[config.mk]
export PLATFORM = sky130hd
export DESIGN_NAME = rv32i_fetch_flat
export DESIGN_NICKNAME = d
export VERILOG_FILES = /design/src/rtl/rv32i_fetch_if.sv /design/src/rtl/rv32i_fetch.sv /design/src/flat_wrapper.sv
export SDC_FILE = /design/constraint.sdc
export NUM_CORES = 1
export LEC_CHECK = 0
export CAP_MARGIN = 5
export CORE_MARGIN = 2
export CORE_UTILIZATION = 55
export DETAILED_ROUTE_END_ITERATION = 10
export GPL_TIMING_DRIVEN = 0
export PLACE_DENSITY = 0.81
export SKIP_LAST_GASP = 1
export SLEW_MARGIN = 10
export SYNTH_ARGS = -nofsm -noshare
export SYNTH_HDL_FRONTEND = slang
export SYNTH_SLANG_ARGS = --single-unit
[constraint.sdc]
create_clock -name clk -period 6.15 [get_ports clk]
set_clock_uncertainty 0.1 [all_clocks]
set_input_delay 1.23 -clock clk [delete_from_list [all_inputs] [get_ports clk]]
set_output_delay 1.23 -clock clk [all_outputs]
set_load 0.02 [all_outputs]
[src/rtl/rv32i_fetch_if.sv]
// rv32i_fetch_if: instruction ROM port plus
// the valid/ready instruction stream toward decode.
interface rv32i_fetch_if #(
  parameter int ADDR_W = 5
);
  logic              imem_en;
  logic [ADDR_W-1:0] imem_addr;
  logic [31:0]       imem_rdata;
  logic              instr_valid;
  logic              instr_ready;
  logic [31:0]       instr;
  logic [31:0]       instr_pc;

  modport slave (
    output imem_en,
    output imem_addr,
    input  imem_rdata,
    output instr_valid,
    input  instr_ready,
    output instr,
    output instr_pc
  );

  modport master (
    input  imem_en,
    input  imem_addr,
    output imem_rdata,
    input  instr_valid,
    output instr_ready,
    input  instr,
    input  instr_pc
  );
endinterface

[src/rtl/rv32i_fetch.sv]
// rv32i_fetch: PC sequencer with a prefetch FIFO,
// redirect/flush and a sticky misaligned-target flag.
module rv32i_fetch #(
  parameter int          ADDR_W   = 5,
  parameter int          DEPTH    = 4,
  parameter logic [31:0] RESET_PC = 32'h0000_0000
) (
  input  logic                     clk,
  input  logic                     reset,
  rv32i_fetch_if.slave             bus,
  input  logic                     redirect,
  input  logic [31:0]              redirect_pc,
  output logic [31:0]              fetch_pc,
  output logic [$clog2(DEPTH):0]   count,
  output logic                     fault
);

  localparam int PW = $clog2(DEPTH);
  localparam int CW = PW + 1;
  localparam logic [CW:0] FULL = DEPTH[CW:0];

  logic          inflight;
  logic [31:0]   inflight_pc;
  logic [31:0]   mem_i [DEPTH];
  logic [31:0]   mem_p [DEPTH];
  logic [PW-1:0] wr_ptr;
  logic [PW-1:0] rd_ptr;
  logic          pop;
  logic          push;
  logic          issue;
  logic [CW:0]   occ;

  assign pop   = bus.instr_valid & bus.instr_ready;
  assign push  = reset & inflight & ~redirect;
  assign occ   = {1'b0, count}
               + {{CW{1'b0}}, inflight}
               - {{CW{1'b0}}, pop};
  assign issue = reset & ~fault & ~redirect
               & (occ < FULL);

  assign bus.imem_en     = issue;
  assign bus.imem_addr   = fetch_pc[ADDR_W+1:2];
  assign bus.instr_valid = (count != '0);
  assign bus.instr       = mem_i[rd_ptr];
  assign bus.instr_pc    = mem_p[rd_ptr];

  // PC, in-flight tracking, FIFO pointers and fault flag
  always_ff @(posedge clk) begin
    if (!reset) begin
      fetch_pc    <= RESET_PC;
      inflight    <= 1'b0;
      inflight_pc <= RESET_PC;
      count       <= '0;
      wr_ptr      <= '0;
      rd_ptr      <= '0;
      fault       <= 1'b0;
    end else if (redirect) begin
      inflight <= 1'b0;
      count    <= '0;
      wr_ptr   <= '0;
      rd_ptr   <= '0;
      if (redirect_pc[1:0] == 2'b00) begin
        fetch_pc <= redirect_pc;
        fault    <= 1'b0;
      end else begin
        fault    <= 1'b1;
      end
    end else begin
      inflight <= issue;
      if (issue) begin
        fetch_pc    <= fetch_pc + 32'd4;
        inflight_pc <= fetch_pc;
      end
      if (push) wr_ptr <= wr_ptr + 1'b1;
      if (pop)  rd_ptr <= rd_ptr + 1'b1;
      unique case ({push, pop})
        2'b10:   count <= count + 1'b1;
        2'b01:   count <= count - 1'b1;
        default: count <= count;
      endcase
    end
  end

  // FIFO storage: returning word paired with its PC
  always_ff @(posedge clk) begin
    if (push) begin
      mem_i[wr_ptr] <= bus.imem_rdata;
      mem_p[wr_ptr] <= inflight_pc;
    end
  end

endmodule
[src/flat_wrapper.sv]
// flat-port wrapper written by rule: the top's interface ports become plain ports
module rv32i_fetch_flat 
#(
  parameter int          ADDR_W   = 5,
  parameter int          DEPTH    = 4,
  parameter logic [31:0] RESET_PC = 32'h0000_0000
)
  (clk, reset, redirect, redirect_pc, fetch_pc, count, fault, bus_imem_en, bus_imem_addr, bus_imem_rdata, bus_instr_valid, bus_instr_ready, bus_instr, bus_instr_pc);
  rv32i_fetch_if #(.ADDR_W(ADDR_W)) bus_i ();
  input  logic clk;
  input  logic reset;
  input  logic redirect;
  input  logic [31:0] redirect_pc;
  output logic [31:0] fetch_pc;
  output logic [$clog2(DEPTH):0] count;
  output logic fault;
  output wire logic [$bits(bus_i.imem_en)-1:0] bus_imem_en;
  output wire logic [$bits(bus_i.imem_addr)-1:0] bus_imem_addr;
  input wire logic [$bits(bus_i.imem_rdata)-1:0] bus_imem_rdata;
  output wire logic [$bits(bus_i.instr_valid)-1:0] bus_instr_valid;
  input wire logic [$bits(bus_i.instr_ready)-1:0] bus_instr_ready;
  output wire logic [$bits(bus_i.instr)-1:0] bus_instr;
  output wire logic [$bits(bus_i.instr_pc)-1:0] bus_instr_pc;
  assign bus_imem_en = bus_i.imem_en;
  assign bus_imem_addr = bus_i.imem_addr;
  assign bus_i.imem_rdata = bus_imem_rdata;
  assign bus_instr_valid = bus_i.instr_valid;
  assign bus_i.instr_ready = bus_instr_ready;
  assign bus_instr = bus_i.instr;
  assign bus_instr_pc = bus_i.instr_pc;
  rv32i_fetch #(.ADDR_W(ADDR_W), .DEPTH(DEPTH), .RESET_PC(RESET_PC)) u_core (.clk(clk), .reset(reset), .bus(bus_i), .redirect(redirect), .redirect_pc(redirect_pc), .fetch_pc(fetch_pc), .count(count), .fault(fault));
endmodule
# ---- Word level (Yosys, flattened, before mapping)
# Memories as Yosys holds them, arrays and structs flattened. A register that Yosys moved wholly into a read port is not among the register bits.
# Index checks and enable logic that the tools add are counted.
dict set report op_classes {
  n_addsub 7
  order_cmp 1
  eq_ne 3
  n_mux 11
  bitwise 9
  n_reduce_logical 7
}
# cell n
set ops {}
lappend ops {{2-to-1 mux 32 bit} 3}
lappend ops {{adder 32 x 3 -> 32 bit (second input constant)} 1}
lappend ops {{2-to-1 mux 2 bit} 4}
lappend ops {{bitwise AND 1 bit} 6}
lappend ops {{one-hot mux 3 bit (2 select lines)} 1}
lappend ops {{adder 2 x 1 -> 2 bit (second input constant)} 2}
lappend ops {{adder 3 x 1 -> 4 bit} 1}
lappend ops {{less-than comparator 4 x 3 -> 1 bit (second input constant)} 1}
lappend ops {{AND reduction 2 bit} 2}
lappend ops {{nonzero test 2 bit} 2}
lappend ops {{subtractor 4 x 1 -> 4 bit} 1}
lappend ops {{adder 3 x 1 -> 3 bit (second input constant)} 1}
lappend ops {{2-to-1 mux 1 bit} 3}
lappend ops {{NOT 1 bit} 3}
lappend ops {{nonzero test 3 bit} 1}
lappend ops {{subtractor 3 x 1 -> 3 bit (second input constant)} 1}
lappend ops {{== test 2 x 1 -> 1 bit (second input constant)} 1}
lappend ops {{== test 2 bit (second input constant)} 1}
lappend ops {{zero test 2 bit} 1}
lappend ops {{!= test 2 x 1 -> 1 bit (second input constant)} 1}
lappend ops {{OR reduction 2 bit} 1}
dict set report word_totals {
  reg_bits 73
  ramBits 256
  input_bits 68
  output_inout_bits 107
  word_cells 47
  mem_count 2
}
# memory depth word_bits read_ports rd_ports_with_merged_regs wr line
set mem_list {}
lappend mem_list {u_core.mem_i 4 32 1 1 1 rv32i_fetch.sv:24} ;# logic [31:0] mem_i [DEPTH];
lappend mem_list {u_core.mem_p 4 32 1 1 1 rv32i_fetch.sv:25} ;# logic [31:0] mem_p [DEPTH];

# ---- Logic depth before layout (Yosys ltp)
# Gate-level depths: netlist of run 1.
dict set report depth {
  word_depth 7
  mapped_depth 13
  mapped_depth_nobuf 11
}

# ---- Least setup slack after synthesis of run 1
# Ideal clock, no wire load.
dict set report synth_timing {
  path_type {in2out}
  from {input port bus_instr_ready}
  to {output port bus_imem_en}
  t_arrival_ps 2788
  required_ps 4820
  slack_ps 2032
  cell_stages 10
  path_buffers 2
  path_cell_list {and2_1 > ha_1 > inv_1 > ha_1 > nand3b_1 > a21oi_1 > o2111ai_4 > inv_4 > buf_8 > buf_6}
}
dict set report synth_via {
  elab_chain_len 4
}
# element line
set synth_lines {}
lappend synth_lines {{start, declared} flat_wrapper.sv:21} ;# input wire logic [$bits(bus_i.instr_ready)-1:0] bus_instr_ready;
lappend synth_lines {{bitwise AND 1 bit} rv32i_fetch.sv:33} ;# assign pop = bus.instr_valid & bus.instr_ready;
lappend synth_lines {{subtractor 4 x 1 -> 4 bit} rv32i_fetch.sv:37} ;# - {{CW{1'b0}}, pop};
lappend synth_lines {{less-than comparator 4 x 3 -> 1 bit} rv32i_fetch.sv:39} ;# & (occ < FULL);
lappend synth_lines {{bitwise AND 1 bit} rv32i_fetch.sv:39}
lappend synth_lines {{end, declared} flat_wrapper.sv:17} ;# output wire logic [$bits(bus_i.imem_en)-1:0] bus_imem_en;
# No other way between the ends.

# ---- Worst setup path after layout of run 1
dict set report layout_timing {
  from {input port bus_instr_ready}
  to {output port bus_imem_en}
}
dict set report layout_via {
  elab_chain_len 4
}
# element line
set layout_lines {}
lappend layout_lines {{bitwise AND 1 bit} rv32i_fetch.sv:33}
lappend layout_lines {{net u_core.pop} rv32i_fetch.sv:28} ;# logic pop;
lappend layout_lines {{subtractor 4 x 1 -> 4 bit} rv32i_fetch.sv:37}
lappend layout_lines {{less-than comparator 4 x 3 -> 1 bit} rv32i_fetch.sv:39}
lappend layout_lines {{bitwise AND 1 bit} rv32i_fetch.sv:39}
# The timed path passes the listed nets, and every way through them passes these cells.

==> results_dict.tcl, run 1 <==
set metrics [dict create \
    hold_class "flop to flop" \
    stdcell_count 1380 \
    hold_violations 0 \
    place_area_um2 15500 \
    vias 8260 \
    dp_cells 1319 \
    drc_errors 0 \
    holdPathStages 2 \
    clkSinkCount 331 \
    worst_ep_required_time_ns 4.82 \
    fillers 1567 \
    finalCriticalPeriod_ns 5.53 \
    synthCells 824 \
    slowest_delay_ns 0.63 \
    relSlewSlack_pct 36.5 \
    avgSynthCellArea_um2 16.1 \
    drt_iter0_markers 799 \
    outcome "complete, no violations" \
    tightest_slew_ns 0.947 \
    clk_latency_ns 0.50 \
    grt_pass1_wl_mm 46.1 \
    setup_ws_ns 0.625 \
    die_x_um 159 \
    max_freq_ghz 0.181 \
    synth-edff-count 256 \
    ant_nets 0 \
    power_density_nw_per_um2 287 \
    path_cells "clkdlybuf4s50_1 -> and2_1 -> ha_1 -> inv_1 -> ha_1 -> nand3b_1 -> a21oi_1 -> o2111ai_4 -> inv_4 -> buf_8 -> buf_6 -> clkdlybuf4s50_1" \
    drive_gt1_share_pct 17.2 \
    setup_viol 0 \
    synth.yosys.seq_area_share_pct 69.3 \
    core_um2 23500 \
    ys.warnings.count 0 \
    netlist.area_leader.share_pct 58.0 \
    place_hpwl_mm 19.4 \
    ctsHoldBuffers 0 \
    cts_tree "built" \
    crit_type "input pin to output pin" \
    dieArea_um2 25400 \
    dr.pass1.iters 6 \
    drv_cap 0 \
    viasPerCell 5.99 \
    post-cts-setup-buffers 0 \
    grt_pass1_vias 8157 \
    ys_ff_latch 331 \
    dieHeight_um 159 \
    multi_input_area_um2 3690 \
    gr-total-overflow 0 \
    synth.area.top_cells "edfxtp_1 (58%), dfxtp_1 (11%), mux4_2 (11%)" \
    area_growth_syn_to_layout_pct 25.4 \
    synthDistinctLibCells 56 \
    synth_top_flop_cell "edfxtp_1" \
    netlist_area_um2 13300 \
    yosys.area.top_type "edfxtp_1" \
    p_leak_nw 5.21 \
    async_reset_ff_share_pct 0 \
    cp-start-kind "input pin" \
    cts_buffer_depth 3 \
    diodes 0 \
    fin_nets 1115 \
    path_clk_slew_ns 0.06 \
    critPathSlowestCell "clkdlybuf4s50_1" \
    tns_ns 0 \
    vdd_drop_max_mv 0.159 \
    num_rows 56 \
    syn_nets 902 \
    port_buffers 172 \
    ios 175 \
    place_congestion 0.944 \
    clockRootBuffer "clkbuf_16" \
    rsz0062_at_grt "no" \
    grt_util_all_layers_pct 23.3 \
    reg2regPathDepth 11 \
    drv_slew 0 \
    seqCellArea_um2 9190 \
    dp_slack_ns 0.635 \
    initial_core_util_pct 56.3 \
    layout_worst_path_cycle_share_pct 89.8 \
    arrival_ns 4.20 \
    grt_max_degree 55 \
    final_area_um2 16600 \
    wire_per_inst_um 21.5 \
    path_max_fanout 10 \
    cts_resized 0 \
    h-tree-depth 2 \
    cts_buffers 35 \
    antenna_found_initial 0 \
    routed_wl_mm 29.6 \
    end_kind "output pin" \
]
## through the flow
step	hold WS [ns]	util, %	power (mW)
2_1_floorplan	0.360	-	2.61
3_3_place_gp	0.379	65.3	2.74
3_5_place_dp	0.392	65.8	2.75
4_1_cts	0.401	70.6	4.80
5_1_grt	0.428	70.6	4.91
6_report	0.409	70.6	4.77
## synth_stat cells (2+ instances only)
cell	instances
nand4_1	7
edfxtp_1	256
buf_1	3
nor4b_1	2
o22a_1	3
nor2_1	35
mux2i_1	2
dfxtp_1	75
mux4_2	64
a22oi_1	11
xor2_1	4
buf_4	7
o21ai_0	2
o32ai_2	15
o31a_1	4
xnor2_1	2
and3_1	14
o21ai_1	2
o221a_1	8
or3_1	3
a41oi_1	5
and2_1	4
nand2b_1	2
ha_1	9
inv_1	15
nor4_2	3
nand2_1	96
nand3_1	7
nor3_1	9
a21oi_1	67
a32oi_1	2
buf_2	14
buf_6	7
o22ai_1	4
inv_2	2
a31oi_1	10
nor4_1	5
clkbuf_1	26
## worst paths after layout
| check | from | to | slack [ns] |
|---|---|---|---|
| min reg2reg | u_core.inflight_pc[18] | u_core.inflight_pc[18] | 0.41 |
| max | bus_instr_ready | bus_imem_en | 0.62 |
| max reg2reg | u_core.count[2] | u_core.inflight_pc[10] | 3.07 |
| min | u_core.inflight_pc[18] | u_core.inflight_pc[18] | 0.41 |
## critical path: cells and delay by family
family | cells | cell delay [ns]
and+or+nand+nor | 2 | 0.33
AOI/OAI and AO/OA | 2 | 0.54
buffers and inverters | 6 | 1.64
adders and majority gates | 2 | 0.44
## where the power goes
group | internal (mW) | total (mW) | switching [mW] | leakage, nW
clock network | 1.25 | 2.06 | 0.817 | 0.555
logic | 0.120 | 0.257 | 0.137 | 1.87
registers | 2.42 | 2.45 | 0.0315 | 2.78
## placed cells by master (no fill, tap or decap), types with 4 or more instances in the layout
master,count
a21oi_1,67
a22oi_1,11
a31oi_1,10
a41oi_1,5
and2_1,4
and3_1,10
and3_4,4
buf_2,14
buf_4,7
buf_6,7
clkbuf_1,30
clkbuf_16,37
clkdlybuf4s50_1,172
clkinv_1,5
clkinv_2,6
dfxtp_1,75
edfxtp_1,256
ha_1,9
inv_1,15
mux4_2,64
nand2_1,96
nand3_1,7
nand4_1,7
nor2_1,35
nor3_1,9
nor4_1,5
o221a_1,8
o22ai_1,4
o31a_1,4
o32ai_2,15
xor2_1,4
## cell type report
class                           count  area share [%]
Inverter                           18           0.422
Sequential cell                   331            55.3
Clock buffer                       43            5.83
Buffer                             58            1.96
Clock inverter                     18            1.04
Timing Repair Buffer              176            10.9
Tap cell                          319            2.40
Multi-Input combinational cell    417            22.2
## logic make-up after synthesis
family | after synthesis | share of synthesized area (%)
flops | 331 | 69.3
simple gates | 195 | 7.19
compound gates | 139 | 7.97
buf+inv | 76 | 2.98
mux | 67 | 11.1
fa+ha+maj | 10 | 1.00
xor+xnor | 6 | 0.397
## registers in the layout, summed over array words and instances (netlist names), named ones only
name,count
u_core.mem_i,128
u_core.mem_p,128
u_core.fetch_pc,32
u_core.inflight_pc,32
u_core.count,3
u_core.rd_ptr,2
u_core.wr_ptr,2
u_core.fault,1
u_core.inflight,1
## per-layer routing
layer / global-route usage [%] / vias up / wire length [um]
li1: - / 3656 / -
met1: 33.3 / 4065 / 12200
met2: 36.8 / 479 / 14000
met3: 4.77 / 60 / 2700
met4: 7.15 / 0 / 663
met5: 0 / - / 0
Power figures use the tool's default switching activity.
==> run 2, diff against run 1 <==
PLACE_DENSITY = 0.8   (was 0.81)
TNS_END_PERCENT = 30   (was not set)
==> results_dict.tcl, run 2 (synthesized netlist as in run 1, its figures left out) <==
set metrics [dict create \
    finalCriticalPeriod_ns 5.53 \
    grt_max_degree 47 \
    layout_worst_path_cycle_share_pct 89.9 \
    drv_slew 0 \
    antenna_found_initial 0 \
    hold_class "flop to flop" \
    dieHeight_um 159 \
    outcome "complete, no violations" \
    post-cts-setup-buffers 0 \
    crit_type "input pin to output pin" \
    slowest_delay_ns 0.64 \
    h-tree-depth 2 \
    hold_violations 0 \
    holdCritStartpoint "u_core.inflight_pc[12]" \
    cp-start-kind "input pin" \
    layout_commonest_cell "edfxtp_1" \
    routed_wl_mm 30.0 \
    fin_nets 1114 \
    final_area_um2 16700 \
    power_density_nw_per_um2 289 \
    p_leak_nw 5.22 \
    r2r_start "u_core.count[2]" \
    p_total_mw 4.80 \
    grt_pass1_wl_mm 46.7 \
    cts_buffers 34 \
    fillers 1561 \
    cts_tree "built" \
    place_area_um2 15500 \
    path_cells "clkdlybuf4s50_1 -> and2_1 -> ha_1 -> inv_1 -> ha_1 -> nand3b_1 -> a21oi_1 -> o2111ai_4 -> inv_4 -> buf_8 -> buf_6 -> clkdlybuf4s50_1" \
    gr-total-overflow 0 \
    ctsHoldBuffers 0 \
    drv_cap 0 \
    viasPerCell 5.95 \
    cts_resized 0 \
    stdcell_count 1381 \
    diodes 0 \
    drt_iter0_markers 843 \
    num_rows 56 \
    vdd_drop_max_mv 0.144 \
    reg.largest.list "u_core.mem_i (128), u_core.mem_p (128)" \
    place_hpwl_mm 19.6 \
    final_cell_mix "edfxtp_1 (256), clkdlybuf4s50_1 (172), nand2_1 (96)" \
    path_max_fanout 10 \
    arrival_ns 4.20 \
    clockRootBuffer "clkbuf_16" \
    ant_nets 0 \
    area_growth_syn_to_layout_pct 25.7 \
    drc_errors 0 \
    relSlewSlack_pct 33.3 \
    port_buffers 172 \
    ios 175 \
    max_freq_ghz 0.181 \
    dp_cells 1319 \
    end_kind "output pin" \
    path_clk_slew_ns 0.06 \
    critPathLaunch "bus_instr_ready" \
    vias 8222 \
    wire_per_inst_um 21.8 \
    clkSinkCount 331 \
    setup_viol 0 \
    initial_core_util_pct 56.3 \
    die_x_um 159 \
    tns_ns 0 \
    place_congestion 0.937 \
    cts_buffer_depth 3 \
    clk_latency_ns 0.50 \
    grt_util_all_layers_pct 23.7 \
    dr.pass1.iters 7 \
    critPathSlowestCell "clkdlybuf4s50_1" \
    dieArea_um2 25400 \
    grt_pass1_vias 8282 \
    rsz0062_at_grt "no" \
    core_um2 23500 \
    worst_ep_required_time_ns 4.82 \
    drive_gt1_share_pct 17.5 \
    tightest_slew_ns 0.995 \
]
-- run 2: worst paths after layout --
kind	end	slack, ns	cells past startpoint
max	bus_imem_en	0.62	12
min reg2reg	u_core.inflight_pc[12]	0.40	2
max reg2reg	u_core.inflight_pc[21]	3.11	11
min	u_core.inflight_pc[12]	0.40	2
-- run 2: per-layer routing --
layer	up-vias	part of all wire, %	track usage [%]
met5	-	0	0
met4	0	1.8	6.74
met3	55	8.8	5.31
met2	445	47	37.2
met1	4065	42	33.9
li1	3657	-	-
-- run 2: critical path, delay by kind of cell --
kind,cells,cell delay [ns]
buffers and inverters,6,1.64
AOI/OAI and AO/OA,2,0.56
adders and majority gates,2,0.45
and+or+nand+nor,2,0.31
-- run 2: where the power goes --
| part | internal [mW] | switching [mW] |
|---|---|---|
| logic | 0.120 | 0.136 |
| clock network | 1.28 | 0.814 |
| registers | 2.42 | 0.0315 |
-- run 2: final cells by class --
cell class	count	area [um^2]	area share, %
Timing Repair Buffer	176	1810	10.9
Multi-Input combinational cell	417	3690	22.1
Inverter	18	70.1	0.421
Clock inverter	14	155	0.932
Clock buffer	48	1020	6.11
Tap cell	319	399	2.40
Buffer	58	325	1.95
Sequential cell	331	9190	55.2
-- run 2: stage by stage --
step           hold WS, ns  utilization [%]  worst slack (ns)
4_1_cts              0.398             70.7             0.617
5_1_grt              0.422             70.7             0.432
3_3_place_gp         0.376             65.3             0.622
2_1_floorplan        0.360                -              2.03
3_5_place_dp         0.389             65.8             0.617
6_report             0.397             70.7             0.623
==> run 3, diff against run 2 <==
CELL_PAD_IN_SITES_DETAIL_PLACEMENT = 1   (was not set)
CELL_PAD_IN_SITES_GLOBAL_PLACEMENT = 1   (was not set)
CORE_UTILIZATION = 35   (was 55)
HOLD_SLACK_MARGIN = 0.06   (was not set)
PLACE_DENSITY = not set   (was 0.8)
PLACE_DENSITY_LB_ADDON = 0.1   (was not set)
==> results_dict.tcl, run 3 (synthesized netlist as in run 1, its figures left out) <==
set metrics [dict create \
    rsz0062_at_grt "no" \
    use_met1_pct 25.0 \
    place_hpwl_mm 22.9 \
    vias 7913 \
    max_freq_ghz 0.179 \
    num_rows 71 \
    power_density_nw_per_um2 287 \
    final_cell_mix "edfxtp_1 (256), clkdlybuf4s50_1 (172), nand2_1 (96)" \
    fillers 3736 \
    cts_buffers 37 \
    reg2reg_slack_ns 3.07 \
    grt_util_met2_pct 28.3 \
    h-tree-depth 2 \
    grt_pass1_vias 8555 \
    ctsHoldBuffers 0 \
    core_um2 37500 \
    wire_per_inst_um 21.8 \
    r2r_start "u_core.count[2]" \
    viasPerCell 5.02 \
    grt_util_all_layers_pct 17.9 \
    gr-total-overflow 0 \
    holdWs_ns 0.396 \
    post-cts-setup-buffers 0 \
    clockRootBuffer "clkbuf_16" \
    fin_nets 1117 \
    drt_iter0_markers 496 \
    layout_commonest_cell "edfxtp_1" \
    slowest_delay_ns 0.62 \
    cts_resized 0 \
    setup_viol 0 \
    finalCriticalPeriod_ns 5.59 \
    drc_errors 0 \
    outcome "complete, no violations" \
    crit_end "bus_imem_en" \
    end_kind "output pin" \
    drv_cap 0 \
    grt_max_degree 35 \
    relSlewSlack_pct 23.2 \
    reg2regPathDepth 12 \
    area_growth_syn_to_layout_pct 27.4 \
    ant_nets 0 \
    place_congestion 0.853 \
    critPathSlowestCell "clkdlybuf4s50_1" \
    clkSinkCount 331 \
    initial_core_util_pct 35.3 \
    grtUsageMet3_pct 3.85 \
    antenna_found_initial 0 \
    dieArea_um2 39400 \
    path_max_fanout 10 \
    r2r-end "u_core.fetch_pc[16]" \
    final_core_util_pct 45.0 \
    clk_latency_ns 0.52 \
    crit_cells 12 \
    tns_ns 0 \
    path_delay_family "buffers and inverters" \
    cts_buffer_depth 3 \
    vdd_drop_max_mv 0.133 \
    drive_gt1_share_pct 17.0 \
    tightest_slew_ns 1.15 \
    routed_wl_mm 34.3 \
    worst_ep_required_time_ns 4.82 \
    cp-start-kind "input pin" \
    dr.pass1.iters 5 \
    diodes 0 \
    path_clk_slew_ns 0.06 \
    hold_violations 0 \
    crit_type "input pin to output pin" \
    arrival_ns 4.26 \
    p_total_mw 4.85 \
    layout_worst_path_cycle_share_pct 90.9 \
    ios 175 \
    worst-path-buf-inv 6 \
    port_buffers 172 \
    p_leak_nw 5.22 \
    path_cells "clkdlybuf4s50_1 -> and2_1 -> ha_1 -> inv_1 -> ha_1 -> nand3b_1 -> a21oi_1 -> o2111ai_4 -> inv_4 -> buf_8 -> buf_6 -> clkdlybuf4s50_1" \
    critPathLaunch "bus_instr_ready" \
    hold_class "flop to flop" \
    cts_tree "built" \
    grt_pass1_wl_mm 52.7 \
    dieHeight_um 199 \
    reg.largest.list "u_core.mem_i (128), u_core.mem_p (128)" \
    drv_slew 0 \
    die_x_um 199 \
    top_usage_layer "met2" \
]
-- run 3: changes by cell type in the layout (fill, tap and decap cells not counted), sizes merged --
| cell | before | now |
|---|---|---|
| clkinv | 8 | 11 |
| clkinvlp | 3 | 1 |
| bufinv | 3 | 4 |
-- run 3: worst min-delay path by stage --
stage	startpoint	endpoint	slack (ns)	depth (start not counted)
6_report	u_core.inflight_pc[18]	u_core.inflight_pc[18]	0.40	2
5_1_grt	u_core.inflight_pc[31]	u_core.mem_p[2][31]	0.42	0
4_1_cts	u_core.inflight_pc[10]	u_core.inflight_pc[10]	0.40	2
3_5_place_dp	u_core.inflight_pc[18]	u_core.inflight_pc[18]	0.39	2
3_3_place_gp	u_core.inflight_pc[6]	u_core.inflight_pc[6]	0.38	2
2_1_floorplan	u_core.inflight_pc[0]	u_core.mem_p[0][0]	0.36	0
-- run 3: per-stage QoR --
| stage | std cells | setup slack (ns) | area (um^2) |
|---|---|---|---|
| detailed placement | 1511 | 0.536 | 15700 |
| finish | 1575 | 0.562 | 16900 |
| global route | 1575 | 0.381 | 16900 |
| global placement | 1507 | 0.104 | 15600 |
| CTS | 1575 | 0.538 | 16900 |
| floorplan | 824 | 2.03 | 13300 |
-- run 3: worst reg2reg max path: stages (launching register included) --
cell and delay [ns]:
dfxtp_1 0.36, or3_1 0.40, and2_1 0.24, ha_1 0.20, inv_1 0.05, ha_1 0.21, nand3b_1 0.10, and3b_1 0.21
o2111ai_4 0.30, inv_4 0.25, nor2_8 0.07, buf_6 0.21, o221a_1 0.27
-- run 3: final cells by class --
class / instances / area (um^2) / share of cell area (%)
flip-flops and latches: 331 / 9190 / 54.4
clock inverters: 16 / 176 / 1.04
plain buffers: 58 / 325 / 1.93
inverters: 18 / 70.1 / 0.415
repair buffers: 176 / 1810 / 10.7
well taps: 511 / 639 / 3.79
clock buffers: 48 / 987 / 5.85
multi-input cells: 417 / 3690 / 21.8
-- run 3: routing by layer --
metal  up-vias  part of all wire [%]
met3        51                   5.8
li1       3666                     -
met2       241                    46
met4         0                   2.0
met5         -                     0
met1      3955                    47
-- run 3: power breakdown --
part           switching (mW)  internal, mW  total (mW)
Sequential             0.0321          2.42        2.45
Combinational           0.140         0.120       0.261
Clock                   0.843          1.29        2.14
